## src/rtl/uart_pkg.sv

```systemverilog
// Shared definitions for the UART debug link: command/address encodings,
// per-register payload lengths and the command-byte helpers.
package uart_pkg;

  localparam int IRLENGTH  = 5;
  localparam int CMDLENGTH = 3;

  localparam logic [CMDLENGTH-1:0] CMD_NOP       = 3'd0;
  localparam logic [CMDLENGTH-1:0] CMD_WRITE     = 3'd1;
  localparam logic [CMDLENGTH-1:0] CMD_READ      = 3'd2;
  localparam logic [CMDLENGTH-1:0] CMD_CONT_READ = 3'd3;
  localparam logic [CMDLENGTH-1:0] CMD_RESET     = 3'd4;

  localparam logic [IRLENGTH-1:0] ADDR_BYPASS = 5'h00;
  localparam logic [IRLENGTH-1:0] ADDR_IDCODE = 5'h01;
  localparam logic [IRLENGTH-1:0] ADDR_DTMCS  = 5'h10;
  localparam logic [IRLENGTH-1:0] ADDR_DMI    = 5'h11;

  typedef enum logic [1:0] {TX_IDLE, TX_CMD, TX_DATA, TX_GAP} tx_state_e;
  typedef enum logic [1:0] {RX_ADDR, RX_DATA, RX_RESP} rx_state_e;

  function automatic int get_write_length(input logic [IRLENGTH-1:0] addr);
    int len;
    len = 0;
    case (addr)
      ADDR_DTMCS: len = 32;
      ADDR_DMI:   len = 41;
      default:    len = 0;
    endcase
    return len;
  endfunction

  function automatic int get_read_length(input logic [IRLENGTH-1:0] addr);
    int len;
    len = 0;
    case (addr)
      ADDR_IDCODE: len = 32;
      ADDR_DTMCS:  len = 32;
      ADDR_DMI:    len = 34;
      default:     len = 0;
    endcase
    return len;
  endfunction

  function automatic int get_write_bytes(input logic [IRLENGTH-1:0] addr);
    return (get_write_length(addr) + 7) / 8;
  endfunction

  function automatic int get_read_bytes(input logic [IRLENGTH-1:0] addr);
    return (get_read_length(addr) + 7) / 8;
  endfunction

  function automatic logic [7:0] pack_command(input logic [CMDLENGTH-1:0] cmd,
                                              input logic [IRLENGTH-1:0]  addr);
    return {cmd, addr};
  endfunction

  function automatic logic [IRLENGTH-1:0] unpack_addr(input logic [7:0] cmd_byte);
    return cmd_byte[IRLENGTH-1:0];
  endfunction

  function automatic logic [CMDLENGTH-1:0] unpack_cmd(input logic [7:0] cmd_byte);
    return cmd_byte[7 -: CMDLENGTH];
  endfunction

endpackage

```

## src/rtl/dmi_uart_host_rx.sv

```systemverilog
// Receive path of the host: tracks the target's current read address and
// reassembles little-endian read bytes into ready/valid response words.
module dmi_uart_host_rx
  import uart_pkg::*;
#(
  parameter int WIDTH = get_write_length(ADDR_DMI)
) (
  input  logic                CLK_I,
  input  logic                RST_NI,
  output logic                READ_O,
  input  logic [7:0]          DATA_REC_I,
  input  logic                RX_EMPTY_I,
  input  logic                CMD_REC_I,
  output logic                RSP_VALID_O,
  input  logic                RSP_READY_I,
  output logic [IRLENGTH-1:0] RSP_ADDRESS_O,
  output logic [WIDTH-1:0]    RSP_DATA_O,
  output logic                ADDR_UPDATE_O
);

  rx_state_e           rx_state;
  logic [IRLENGTH-1:0] addr_q;
  logic [WIDTH-1:0]    asm_q;
  logic [7:0]          idx_q;

  logic [WIDTH-1:0] rd_mask;
  logic [WIDTH-1:0] asm_next;
  logic             last_byte;
  logic             cmd_has_data;

  // NOTE: every variable driven in always_comb gets a value on every path,
  // otherwise synthesis infers a latch to hold the old one.
  always_comb begin
    rd_mask      = ~({WIDTH{1'b1}} << get_read_length(addr_q));
    asm_next     = (asm_q | (WIDTH'(DATA_REC_I) << (8 * int'(idx_q)))) & rd_mask;
    last_byte    = (int'(idx_q) + 1 == get_read_bytes(addr_q));
    cmd_has_data = (get_read_bytes(unpack_addr(DATA_REC_I)) != 0);
  end

  // Bytes stay in the FIFO while a response waits, which is the backpressure.
  assign READ_O        = RST_NI && !RX_EMPTY_I && (rx_state != RX_RESP);
  assign RSP_VALID_O   = (rx_state == RX_RESP);
  assign RSP_ADDRESS_O = addr_q;
  assign RSP_DATA_O    = asm_q;

  always_ff @(posedge CLK_I) begin
    if (!RST_NI) begin
      rx_state      <= RX_ADDR;
      addr_q        <= ADDR_IDCODE;
      // NOTE: the assembly register is reset because it drives RSP_DATA_O directly.
      asm_q         <= '0;
      idx_q         <= '0;
      ADDR_UPDATE_O <= 1'b0;
    end else begin
      ADDR_UPDATE_O <= 1'b0;
      case (rx_state)
        RX_ADDR, RX_DATA: begin
          if (READ_O) begin
            if (CMD_REC_I) begin
              // A command byte always restarts assembly, dropping any partial word.
              addr_q        <= unpack_addr(DATA_REC_I);
              ADDR_UPDATE_O <= 1'b1;
              asm_q         <= '0;
              idx_q         <= '0;
              rx_state      <= cmd_has_data ? RX_DATA : RX_ADDR;
            end else if (rx_state == RX_DATA) begin
              asm_q <= asm_next;
              idx_q <= idx_q + 8'd1;
              if (last_byte) rx_state <= RX_RESP;
            end
          end
        end
        RX_RESP: begin
          if (RSP_READY_I) begin
            asm_q    <= '0;
            idx_q    <= '0;
            rx_state <= RX_DATA;
          end
        end
        default: rx_state <= RX_ADDR;
      endcase
    end
  end

endmodule

```

## src/rtl/dmi_uart_host.sv

```systemverilog
// Host-side initiator for the UART debug link: serialises register requests
// into command + payload bytes and returns reassembled read data.
module dmi_uart_host
  import uart_pkg::*;
#(
  parameter int WIDTH = get_write_length(ADDR_DMI)
) (
  input  logic                 CLK_I,
  input  logic                 RST_NI,
  input  logic                 REQ_VALID_I,
  output logic                 REQ_READY_O,
  input  logic [CMDLENGTH-1:0] REQ_COMMAND_I,
  input  logic [IRLENGTH-1:0]  REQ_ADDRESS_I,
  input  logic [WIDTH-1:0]     REQ_DATA_I,
  output logic                 RSP_VALID_O,
  input  logic                 RSP_READY_I,
  output logic [IRLENGTH-1:0]  RSP_ADDRESS_O,
  output logic [WIDTH-1:0]     RSP_DATA_O,
  output logic                 ADDR_UPDATE_O,
  output logic                 READ_O,
  input  logic [7:0]           DATA_REC_I,
  input  logic                 RX_EMPTY_I,
  input  logic                 CMD_REC_I,
  input  logic                 TX_READY_I,
  output logic                 WRITE_O,
  output logic [7:0]           DATA_SEND_O,
  output logic                 SEND_COMMAND_O,
  output logic [7:0]           COMMAND_O
);

  tx_state_e            tx_state;
  logic [CMDLENGTH-1:0] tx_cmd;
  logic [IRLENGTH-1:0]  tx_addr;
  logic [WIDTH-1:0]     tx_data;
  logic [7:0]           tx_cnt;
  logic                 req_ready_q;
  logic [WIDTH-1:0]     wr_mask;

  always_comb wr_mask = ~({WIDTH{1'b1}} << get_write_length(REQ_ADDRESS_I));

  assign REQ_READY_O = req_ready_q;

  // NOTE: the reset branch is sampled on the clock edge only; RST_NI is not in
  // the sensitivity list.
  always_ff @(posedge CLK_I) begin
    if (!RST_NI) begin
      tx_state       <= TX_IDLE;
      tx_cmd         <= CMD_NOP;
      tx_addr        <= '0;
      tx_data        <= '0;
      tx_cnt         <= '0;
      req_ready_q    <= 1'b0;
      WRITE_O        <= 1'b0;
      DATA_SEND_O    <= '0;
      SEND_COMMAND_O <= 1'b0;
      COMMAND_O      <= '0;
    end else begin
      // NOTE: non-blocking assignments so every register sees pre-edge values.
      WRITE_O        <= 1'b0;
      SEND_COMMAND_O <= 1'b0;
      case (tx_state)
        TX_IDLE: begin
          if (req_ready_q && REQ_VALID_I) begin
            tx_cmd      <= REQ_COMMAND_I;
            tx_addr     <= REQ_ADDRESS_I;
            tx_data     <= REQ_DATA_I & wr_mask;
            tx_cnt      <= 8'(get_write_bytes(REQ_ADDRESS_I));
            req_ready_q <= 1'b0;
            tx_state    <= TX_CMD;
          end else begin
            req_ready_q <= 1'b1;
          end
        end
        TX_CMD: begin
          if (TX_READY_I) begin
            SEND_COMMAND_O <= 1'b1;
            COMMAND_O      <= pack_command(tx_cmd, tx_addr);
            tx_state       <= TX_GAP;
          end
        end
        TX_DATA: begin
          if (TX_READY_I) begin
            WRITE_O     <= 1'b1;
            DATA_SEND_O <= tx_data[7:0];
            tx_data     <= tx_data >> 8;
            tx_cnt      <= tx_cnt - 8'd1;
            tx_state    <= TX_GAP;
          end
        end
        TX_GAP: begin
          // One dead cycle so the UART can drop TX_READY_I before the next strobe.
          if (tx_cmd == CMD_WRITE && tx_cnt != 8'd0) begin
            tx_state <= TX_DATA;
          end else begin
            tx_state    <= TX_IDLE;
            req_ready_q <= 1'b1;
          end
        end
        default: tx_state <= TX_IDLE;
      endcase
    end
  end

  dmi_uart_host_rx #(.WIDTH(WIDTH)) u_rx (
    .CLK_I         (CLK_I),
    .RST_NI        (RST_NI),
    .READ_O        (READ_O),
    .DATA_REC_I    (DATA_REC_I),
    .RX_EMPTY_I    (RX_EMPTY_I),
    .CMD_REC_I     (CMD_REC_I),
    .RSP_VALID_O   (RSP_VALID_O),
    .RSP_READY_I   (RSP_READY_I),
    .RSP_ADDRESS_O (RSP_ADDRESS_O),
    .RSP_DATA_O    (RSP_DATA_O),
    .ADDR_UPDATE_O (ADDR_UPDATE_O)
  );

endmodule

```

## config.mk

```make
export PLATFORM = sky130hd
export DESIGN_NAME = dmi_uart_host
export DESIGN_NICKNAME = d
export VERILOG_FILES = /design/src/rtl/uart_pkg.sv /design/src/rtl/dmi_uart_host_rx.sv /design/src/rtl/dmi_uart_host.sv
export SDC_FILE = /design/constraint.sdc
export NUM_CORES = 1
export LEC_CHECK = 0
export ABC_AREA = 0
export BUFFER_PORTS_ARGS = -buffer_cell sky130_fd_sc_hd__buf_2
export CORE_AREA = 5 5 112 114
export DETAILED_ROUTE_END_ITERATION = 8
export DIE_AREA = 0 0 117 119
export PLACE_DENSITY = 0.74
export SETUP_SLACK_MARGIN = 0.2
export SLEW_MARGIN = 20
export SYNTH_ARGS = -nofsm -noshare
export SYNTH_HDL_FRONTEND = slang
export SYNTH_SLANG_ARGS = --single-unit
```

## constraint.sdc

```tcl
create_clock -name CLK_I -period 2.2 [get_ports CLK_I]
set_clock_uncertainty 0.1 [all_clocks]
set_input_delay 0.44 -clock CLK_I [delete_from_list [all_inputs] [get_ports CLK_I]]
set_output_delay 0.44 -clock CLK_I [all_outputs]
set_load 0.05 [all_outputs]
```

==> results_dict.tcl <==
set metrics [dict create \
    clk_pin_slew_worst_paths_ps 60 \
    layout_setup_ws_ps 276 \
    seqCellArea_um2 2570 \
    yosysWarnings 0 \
    cts_tree "built" \
    synth_enable_flop_cells 0 \
    top_layer "met4" \
    wl_met1_mm 6.23 \
    diodes 0 \
    status "completed" \
    min_path_type "input port to register" \
    setup_viol 0 \
    wl_met2_mm 7.23 \
    critPathMaxFanout 8 \
    max_cap_violations 0 \
    whs_endpoint "tx_data[36]" \
    slew_headroom 0.531 \
    ys.flop_type "dfxtp_1" \
    track_usage 0.210 \
    synthDistinctLibCells 56 \
    grt_pass1_wl_mm 23.7 \
    timing.setup.critical_path_class "register to primary output" \
    via_per_inst 5.54 \
    slew_viol_final 0 \
    period_needed_ps 1920 \
    routed_wl_mm 14.6 \
    globalRouteOverflowTotal 0 \
    min_from "REQ_DATA_I[36]" \
    wl_met3_um 862 \
    dieArea_um2 13900 \
    ys_ff_latch 128 \
    clock_latency_ps 420 \
    power_density_nw_per_um2 1040 \
    start_util 0.488 \
    gp_congestion 0.858 \
    reg2reg_depth 7 \
    ir_drop_v 0.000737 \
    grt_pass1_vias 4887 \
    routedWlPerCell_um 16.0 \
    r2r_start "tx_state[0]" \
    fin_nets 831 \
    cts_sinks 128 \
    vias 5059 \
    root_buffer "clkbuf_16" \
    syn_to_final_growth_pct 27.5 \
    synthCells 640 \
    multiInputGateArea_um2 2770 \
    hold_depth 3 \
    dp_hpwl_mm 9.79 \
    htree_levels 4 \
    ys_async_sr_fraction 0 \
    core_area_um2 11300 \
    endpoint_kind "primary output" \
    fin_crit_sh 0.875 \
    die_width_um 117 \
    fmax_ghz 0.520 \
    r2r_slack_ps 280 \
    drc 0 \
    antenna_found_initial 0 \
    drtPass1Iterations 5 \
    tightest_slew_ps 703 \
    setup-tns-final_ps 0 \
    critical_path_required_ps 1660 \
    fillers 996 \
    r2r-end "tx_data[31]" \
    grt_max_degree 85 \
    syn_area_um2 5520 \
    port_buffers 124 \
    postCtsHoldBufs 0 \
    dp_slack_ps 65.6 \
    drt_iter0_drc 350 \
    place_inst 879 \
    die_y_um 119 \
    holdWs_ps 159 \
    finalHoldViolCount 0 \
    start_kind "register" \
    final_cells 913 \
    rsz0062_at_grt "yes" \
    cts_buffers 17 \
    p_total_uw 7340 \
    crit_arrival_ps 1380 \
    cts_buffer_depth 2 \
    ios 132 \
    rows 39 \
    ant_nets 0 \
    yosysSeqAreaShare 0.464 \
    p_leak_uw 0.00294 \
    drive_gt1_frac 0.265 \
    syn_avg_cell_area_um2 8.63 \
]
-- routing by layer --
metal,up-vias,global-route usage
met5,-,0
met4,0,0.0796
met3,24,0.0538
met2,164,0.340
met1,2404,0.269
li1,2467,-
-- metrics by stage --
| stage | area (um2) | utilization |
|---|---|---|
| 3_3_place_gp | 6270 | 0.554 |
| 6_report | 7040 | 0.622 |
| 3_5_place_dp | 6270 | 0.554 |
| 4_1_cts | 6950 | 0.614 |
| 2_1_floorplan | 5540 | - |
| 5_1_grt | 7040 | 0.622 |
-- synthesized netlist by cell type (8+ instances only) --
cell type  instances  area share
nand2_1           77       0.052
a21oi_1           49       0.044
inv_1              9      0.0061
buf_2             18       0.016
buf_4              8       0.011
a21boi_0          34       0.046
and3_1             8      0.0091
o21ai_0           21       0.019
clkbuf_1          22       0.015
a221oi_1          32       0.051
nor2_1            90       0.061
nand3_1           17       0.015
dfxtp_1          128        0.46
ha_1               9       0.020
nor3b_1           34       0.046
-- worst max path at each step --
stage                                from               end  slack, ps  cells past startpoint
global placement            u_rx.idx_q[1]  u_rx.rx_state[0]        140                      6
global route                  tx_state[0]         tx_cnt[5]        180                      8
floorplan           u_rx.RSP_ADDRESS_O[1]  u_rx.rx_state[1]        210                      6
detailed placement          u_rx.idx_q[1]  u_rx.rx_state[0]         70                      6
CTS                      u_rx.rx_state[0]            READ_O        230                      4
finish                   u_rx.rx_state[1]            READ_O        280                      4
-- cell families (layout without fill, tap and decap cells) --
| logic type | count (synthesis) | after routing | share of synthesized area |
|---|---|---|---|
| mux | 3 | 3 | 0.00657 |
| xor+xnor | 6 | 6 | 0.00952 |
| compound gates | 156 | 156 | 0.195 |
| buf+inv | 59 | 183 | 0.0496 |
| flops | 128 | 128 | 0.464 |
| fa+ha+maj | 9 | 9 | 0.0204 |
| other cells | 1 | 7 | 0.000679 |
| simple gates | 278 | 278 | 0.254 |
-- flip-flops by register name, summed over array words and instances (netlist names) --
register / count
tx_data: 41
u_rx.RSP_DATA_O: 34
COMMAND_O: 8
DATA_SEND_O: 8
tx_cnt: 8
u_rx.idx_q: 8
tx_addr: 5
u_rx.RSP_ADDRESS_O: 5
tx_cmd: 3
tx_state: 2
u_rx.rx_state: 2
REQ_READY_O: 1
SEND_COMMAND_O: 1
WRITE_O: 1
u_rx.ADDR_UPDATE_O: 1
-- layout by cell type, fill, tap and decap left out, types with 5 or more instances in the layout --
cell / n
dfxtp_1: 122
buf_2: 122
nor2_1: 90
nand2_1: 77
a21oi_1: 49
nor3b_1: 34
a21boi_0: 34
a221oi_1: 32
o21ai_0: 21
clkbuf_16: 19
nand3_1: 16
buf_4: 15
inv_1: 9
ha_1: 7
conb_1: 7
and2_1: 6
and3_1: 6
nor4_1: 6
nor2b_1: 5
or3_1: 5
bufinv_16: 5
dfxtp_2: 5
-- worst max-delay path, cell delays in order (launching register included) --
cell and delay [ps]:
dfxtp_2 350, nor2b_4 140, buf_4 150, nor2_1 110, buf_4 210
-- repair_timing --
item | CTS | global route
resized for setup | 9 | 12
pin swaps | 0 | 2
setup buffers | 0 | 1
cloned | 0 | 2
setup endpoints to repair | 13 | 43
-- final cells by class --
type,instances,area share
Clock buffer,20,0.0649
Clock inverter,11,0.0265
Inverter,9,0.00480
Multi-Input combinational cell,459,0.393
Sequential cell,128,0.366
Tap cell,143,0.0254
Timing Repair Buffer,143,0.120
-- where the power goes --
part | total [uW] | internal, uW | switching, uW
Clock | 3050 | 2050 | 998
Sequential | 2780 | 2600 | 180
Combinational | 1510 | 635 | 871
Total | 7340 | 5290 | 2050
Note: power is estimated with default switching activity, not from simulation.
